--- config.mk ---
export PLATFORM = sky130hd
export DESIGN_NAME = alu_frame_ctrl
export DESIGN_NICKNAME = d
export VERILOG_FILES = /design/src/rtl/alu_frame_ctrl.sv
export SDC_FILE = /design/constraint.sdc
export NUM_CORES = 1
export LEC_CHECK = 0
export CORE_MARGIN = 2
export CORE_UTILIZATION = 58
export DETAILED_ROUTE_END_ITERATION = 8
export GPL_ROUTABILITY_DRIVEN = 0
export PLACE_DENSITY = 0.79
export SYNTH_ARGS = -nofsm -noshare
export SYNTH_HDL_FRONTEND = slang
export SYNTH_SLANG_ARGS = --single-unit
--- constraint.sdc ---
create_clock -name clk_i -period 3.17 [get_ports clk_i]
set_input_delay 0.7925 -clock clk_i [delete_from_list [all_inputs] [get_ports clk_i]]
set_output_delay 0.7925 -clock clk_i [all_outputs]
set_load 0.01 [all_outputs]
--- src/rtl/alu_frame_ctrl.sv ---
// Purpose  : frame gatekeeper between uart_rx and the alu. It collects a 4-byte header
//            (opcode, reserved, len lo, len hi) and checks it. A good header is replayed to
//            the alu and its payload is passed through. A bad frame is drained without
//            reaching the alu. A frame that stalls mid-way is aborted on an idle timeout.
// Latency  : the first replayed header byte reaches the alu 2 cycles after the last header
//            handshake. Payload pass-through is combinational, with zero latency.
// Backpress: during payload, rx_ready_o follows alu_ready_i. Header collect and drain are
//            always ready. rx_ready_o is low in CHECK and REPLAY.
// Ports    : clk_i/reset_i are the clock and synchronous active-low reset.
//            rx_valid_i/rx_data_i/rx_ready_o form the byte stream from uart_rx.
//            alu_valid_o/alu_data_o/alu_ready_i form the byte stream to the alu.
//            alu_flush_o clears the alu after a payload-phase abort.
//            busy_o is high whenever the block is not idle.
//            err_o is a one-cycle error pulse. err_code_o holds the last error:
//            1 = opcode, 2 = length, 3 = timeout.
//            op_o/len_o hold the header of the last accepted frame.

module alu_frame_ctrl #(
   parameter int TIMEOUT_CYCLES = 1_000_000
) (
   input  logic        clk_i,
   input  logic        reset_i,
   input  logic        rx_valid_i,
   input  logic [7:0]  rx_data_i,
   output logic        rx_ready_o,
   output logic        alu_valid_o,
   output logic [7:0]  alu_data_o,
   input  logic        alu_ready_i,
   output logic        alu_flush_o,
   output logic        busy_o,
   output logic        err_o,
   output logic [1:0]  err_code_o,
   output logic [7:0]  op_o,
   output logic [15:0] len_o
);

   localparam int TW = $clog2(TIMEOUT_CYCLES + 1);

   typedef enum logic [2:0] {IDLE, HDR, CHECK, REPLAY, PASS, DRAIN} state_t;

   state_t        state, state_nxt;
   logic [7:0]    hdr [4];
   logic [1:0]    idx;
   logic [15:0]   rem;
   logic [TW-1:0] tcnt, tcnt_nxt;
   logic          timeout;

   logic [15:0]   frame_len;
   logic [15:0]   rem_load;
   logic          is_arith, is_echo, len_ok, frame_ok;
   logic [1:0]    bad_code;

   // Header checks, evaluated while in CHECK.
   assign frame_len = {hdr[3], hdr[2]};
   assign rem_load  = (frame_len >= 16'd4) ? frame_len - 16'd4 : 16'd0;
   assign is_arith  = (hdr[0] >= 8'h10) && (hdr[0] <= 8'h13);
   assign is_echo   = (hdr[0] == 8'hEC);
   // (len - 4) mod 4 == 0 is the same test as len mod 4 == 0.
   assign len_ok    = is_echo ? (frame_len >= 16'd4)
                              : ((frame_len >= 16'd12) && (frame_len[1:0] == 2'b00));
   assign frame_ok  = (is_arith || is_echo) && len_ok;
   assign bad_code  = (is_arith || is_echo) ? 2'd2 : 2'd1;

   assign busy_o = (state != IDLE);

   always_ff @(posedge clk_i) begin
      if (!reset_i) state <= IDLE;
      else          state <= state_nxt;
   end

   always_comb begin
      state_nxt   = state;
      rx_ready_o  = 1'b0;
      alu_valid_o = 1'b0;
      alu_data_o  = 8'h00;
      timeout     = 1'b0;

      // Idle-gap counter. A valid byte always clears it, so a byte that arrives in the
      // cycle the abort would have fired wins.
      if ((state == IDLE) || (state == CHECK) || (state == REPLAY) || rx_valid_i)
         tcnt_nxt = '0;
      else
         tcnt_nxt = tcnt + 1'b1;

      // The abort fires at the edge that ends the TIMEOUT_CYCLES-th consecutive idle cycle.
      if (((state == HDR) || (state == PASS) || (state == DRAIN)) &&
          (tcnt_nxt == TW'(TIMEOUT_CYCLES)))
         timeout = 1'b1;

      case (state)
         IDLE: begin
            rx_ready_o = 1'b1;
            if (rx_valid_i) state_nxt = HDR;
         end
         HDR: begin
            rx_ready_o = 1'b1;
            if (rx_valid_i && (idx == 2'd3)) state_nxt = CHECK;
         end
         CHECK: begin
            if (frame_ok)             state_nxt = REPLAY;
            else if (rem_load != '0) state_nxt = DRAIN;
            else                      state_nxt = IDLE;
         end
         REPLAY: begin
            alu_valid_o = 1'b1;
            alu_data_o  = hdr[idx];
            if (alu_ready_i && (idx == 2'd3))
               state_nxt = (rem != '0) ? PASS : IDLE;
         end
         PASS: begin
            alu_valid_o = rx_valid_i;
            alu_data_o  = rx_data_i;
            rx_ready_o  = alu_ready_i;
            if (rx_valid_i && alu_ready_i && (rem == 16'd1)) state_nxt = IDLE;
         end
         DRAIN: begin
            rx_ready_o = 1'b1;
            if (rx_valid_i && (rem == 16'd1)) state_nxt = IDLE;
         end
         default: state_nxt = IDLE;
      endcase

      // A timeout only fires with rx_valid_i low, so it never races a handshake.
      if (timeout) state_nxt = IDLE;
   end

   always_ff @(posedge clk_i) begin
      if (!reset_i) begin
         for (int i = 0; i < 4; i++) hdr[i] <= 8'h00;
         idx         <= 2'd0;
         rem         <= 16'd0;
         tcnt        <= '0;
         err_o       <= 1'b0;
         err_code_o  <= 2'd0;
         alu_flush_o <= 1'b0;
         op_o        <= 8'h00;
         len_o       <= 16'h0000;
      end else begin
         err_o       <= 1'b0;
         alu_flush_o <= 1'b0;
         tcnt        <= tcnt_nxt;
         case (state)
            IDLE: if (rx_valid_i) begin
               hdr[0] <= rx_data_i;
               idx    <= 2'd1;
            end
            HDR: if (rx_valid_i) begin
               hdr[idx] <= rx_data_i;
               idx      <= idx + 2'd1;
            end
            CHECK: begin
               rem <= rem_load;
               idx <= 2'd0;
               if (frame_ok) begin
                  op_o  <= hdr[0];
                  len_o <= frame_len;
               end else begin
                  err_o      <= 1'b1;
                  err_code_o <= bad_code;
               end
            end
            REPLAY: if (alu_ready_i) idx <= idx + 2'd1;
            PASS:   if (rx_valid_i && alu_ready_i) rem <= rem - 16'd1;
            DRAIN:  if (rx_valid_i) rem <= rem - 16'd1;
            default: ;
         endcase
         if (timeout) begin
            err_o       <= 1'b1;
            err_code_o  <= 2'd3;
            // Only PASS has already handed bytes to the alu that now need clearing.
            alu_flush_o <= (state == PASS);
         end
      end
   end

endmodule

==> impl_metrics.csv <==
group,metric,value,unit
global_routing,grt_first_pass_wirelength,22200,µm
worst_setup_path,r2r_setup_slack,300,ps
layout,fillCellCount,726,
synthesis,synthArstFlopShare,0,%
global_routing,grt_pass1_vias,4518,
synthesis,yosysUniqueCellTypes,69,
worst_setup_path,path_class,"flip-flop to output pin",
routing,postRouteAntennaNets,0,
floorplanning,die_x,100,µm
routing,wl_per_cell,17.9,µm
floorplanning,coreArea,9110,µm²
routing,via_count,4679,
synthesis,synth_edf_count,32,
floorplanning,die_h,100,µm
cts,cts_tree,"built",
layout,finalNetCount,668,
floorplanning,num_rows,35,
sta,drv_slew,0,
cts,h-tree-depth,3,
power_and_ir_drop,power_leakage,2.51,nW
routing,drtIter0Drc,258,
layout,diodes,0,
synthesis,synth_area_leaders,"dfxtp_1, edfxtp_1, nor2_1, mux2i_1, nand2_1",
synthesis,netlist.area_leader.share,26.4,%
floorplanning,initial_core_util,59.2,%
sta,fin_skew,16.2,ps
job,cap_violations,0,
worst_setup_path,endpoint_kind,"output pin",
global_routing,grt_overflow_total,0,
global_routing,grtUsageTotal,28.1,%
sta,relSlewSlack,31.0,%
worst_setup_path,critPathBufInv,2,
worst_setup_path,critical_path.top_delay_family,"flip-flops",
power_and_ir_drop,p_total,0.00245,W
floorplanning,die-area,10100,µm²
floorplanning,ios,51,
synthesis,yosys-top-cells-count,"nor2_1, dfxtp_1, nand2_1, edfxtp_1, inv_1",
synthesis,synth_seq_cells,103,
layout,layout-drive-gt1-share,8.87,%
cts,clk_path_buf_depth,2,
cts,cts_root_buf,"clkbuf_8",
place,dp_hpwl,9740,µm
worst_setup_path,crit_slowest_cell,"dfxtp_1",
synthesis,postSynthAreaPerCell,9.07,µm²
cts,clk_latency,390,ps
sta,hold_violations,0,
synthesis,syn_area,5390,µm²
worst_setup_path,critical_path.max_fanout,8,
routing,drt_pass1_iterations,5,
sta,period_needed,3020,ps
sta,clock.fmax,0.331,GHz
layout,syn2layout_area_growth,16.7,%
synthesis,synth_ff_type,"dfxtp_1",
synthesis,ys_seq_area_share,44.2,%
power_and_ir_drop,powerDensity,389,nW/µm²
worst_setup_path,cp_cell_sequence,"mux4_2 -> inv_1 -> o21ai_0 -> clkdlybuf4s50_1",
global_routing,antenna_found_initial,0,
cts,numCtsBuffers,9,
global_routing,grt_max_degree,39,
sta,tightest_slew,1030,ps
cts,clk_pin_slew,100,ps
worst_setup_path,cp.required,2380,ps
sta,period_share,95.3,%
routing,vias_per_cell,6.12,
synthesis,synthMostInstantiatedCell,"nor2_1",
synthesis,syn-num-nets,614,
worst_setup_path,crit_path_max_incr_delay,630,ps
cts,holdBufCountCts,0,
worst_setup_path,cp-start-kind,"flip-flop",
layout,regArea,2380,µm²
layout,multi_input_area,2780,µm²
place,port_buffers,50,
routing,routed_wl,13700,µm
outcome,status,"completed",
worst_setup_path,cp.arrival,2230,ps
synthesis,syn_inst,595,
synthesis,yosysWarningCount,0,
routing,post-route-drc-count,0,
sta,rsz0062_at_grt,"false",
synthesis,yosys.area.top_type,"dfxtp_1",
cts,numClockSinks,103,
sta,finalSetupViolCount,0,
sta,finalSetupTns,0,ps
worst_hold_path,worstHoldPathType,"flip-flop to flip-flop",
power_and_ir_drop,peakVddDrop,341,µV
[final cells by class]
cell class                      instances  share of cell area (%)
Clock inverter                          5                   0.735
Clock buffer                           11                    2.42
Multi-Input combinational cell        433                    44.1
Timing Repair Buffer                   73                    10.9
Inverter                               29                    1.73
Tap cell                              111                    2.21
Sequential cell                       103                    37.9
[cells in the final DEF, fill, tap and decap left out, types with 6 or more instances in the layout]
cell type,instances
a21oi_1,21
dfxtp_1,70
xnor2_1,9
buf_4,22
edfxtp_1,32
clkbuf_8,9
nor3_1,16
xor2_1,20
or4_1,6
and3_1,8
o21ai_1,7
inv_1,28
nor2_1,103
o21a_1,9
nand2_1,50
mux4_2,8
mux2i_1,26
o21ai_0,23
a22oi_1,7
ha_1,7
nand3_1,17
clkdlybuf4s50_1,50
[worst paths after layout]
check / startpoint / endpoint / cells past startpoint
setup / recovery: flip-flop / alu_data_o[7] / 4
setup reg to reg: hdr[3][3]$_DFFE_PP_ / len_o[15]$_SDFFE_PN0P_ / 6
hold reg to reg: rem[10]$_SDFFE_PN0P_ / rem[10]$_SDFFE_PN0P_ / 2
hold / removal: rem[10]$_SDFFE_PN0P_ / rem[10]$_SDFFE_PN0P_ / 2
[state kept, by name, indices dropped and copies added, names as in the netlist, named ones only]
name and flops:
err_o 1, len_o 16, state 3, hdr 32, alu_flush_o 1, rem 16, op_o 8, idx 2
err_code_o 2, tcnt 20
[layer usage]
metal / global-route usage, % / up-vias / wire, µm
met3: 5.57 / 35 / 833
met1: 33.8 / 2211 / 5530
met5: 0 / - / 0
li1: - / 2230 / -
met4: 11.3 / 0 / 409
met2: 49.5 / 203 / 6880
[per-stage QoR]
stage / cell area [µm²] / hold WS [ps] / setup WS, ps / std cells / utilization [%]
6_report: 6290 / 464 / 150 / 765 / 69.1
3_5_place_dp: 6080 / 449 / 303 / 749 / 66.8
5_1_grt: 6290 / 501 / 67.1 / 765 / 69.1
4_1_cts: 6280 / 471 / 64.0 / 765 / 69.0
2_1_floorplan: 5390 / 422 / 830 / 595 / -
3_3_place_gp: 6080 / 439 / 333 / 749 / 66.8
[cells by family after synthesis]
kind of cell               share of synthesized area (%)
muxes                                               8.37
buffers and inverters                               4.50
DFF                                                 44.2
AOI/OAI and AO/OA                                   13.2
and+or+nand+nor                                     23.5
xor gates and xnor gates                            4.71
adders and majority gates                           1.62
[worst register-to-register path, stage by stage, from the launching register on]
cell	delay, ps
edfxtp_1	480
or4_1	580
nor3_2	240
a31oi_1	210
o21ai_4	860
mux2i_1	320
nor2_1	70
[what timing repair did]
item	in CTS	in global routing
setup buffers	0	0
endpoints found under the setup margin	0	8
resized for setup	0	3
[power breakdown]
| group | leakage, nW | switching, W | internal, W |
|---|---|---|---|
| registers | 0.906 | 0.0000391 | 0.00139 |
| clock network | 0.102 | 0.000488 | 0.000348 |
| logic | 1.50 | 0.000105 | 0.0000818 |
| total | 2.51 | 0.000632 | 0.00182 |
No activity file was read; power rests on OpenSTA's default activity.
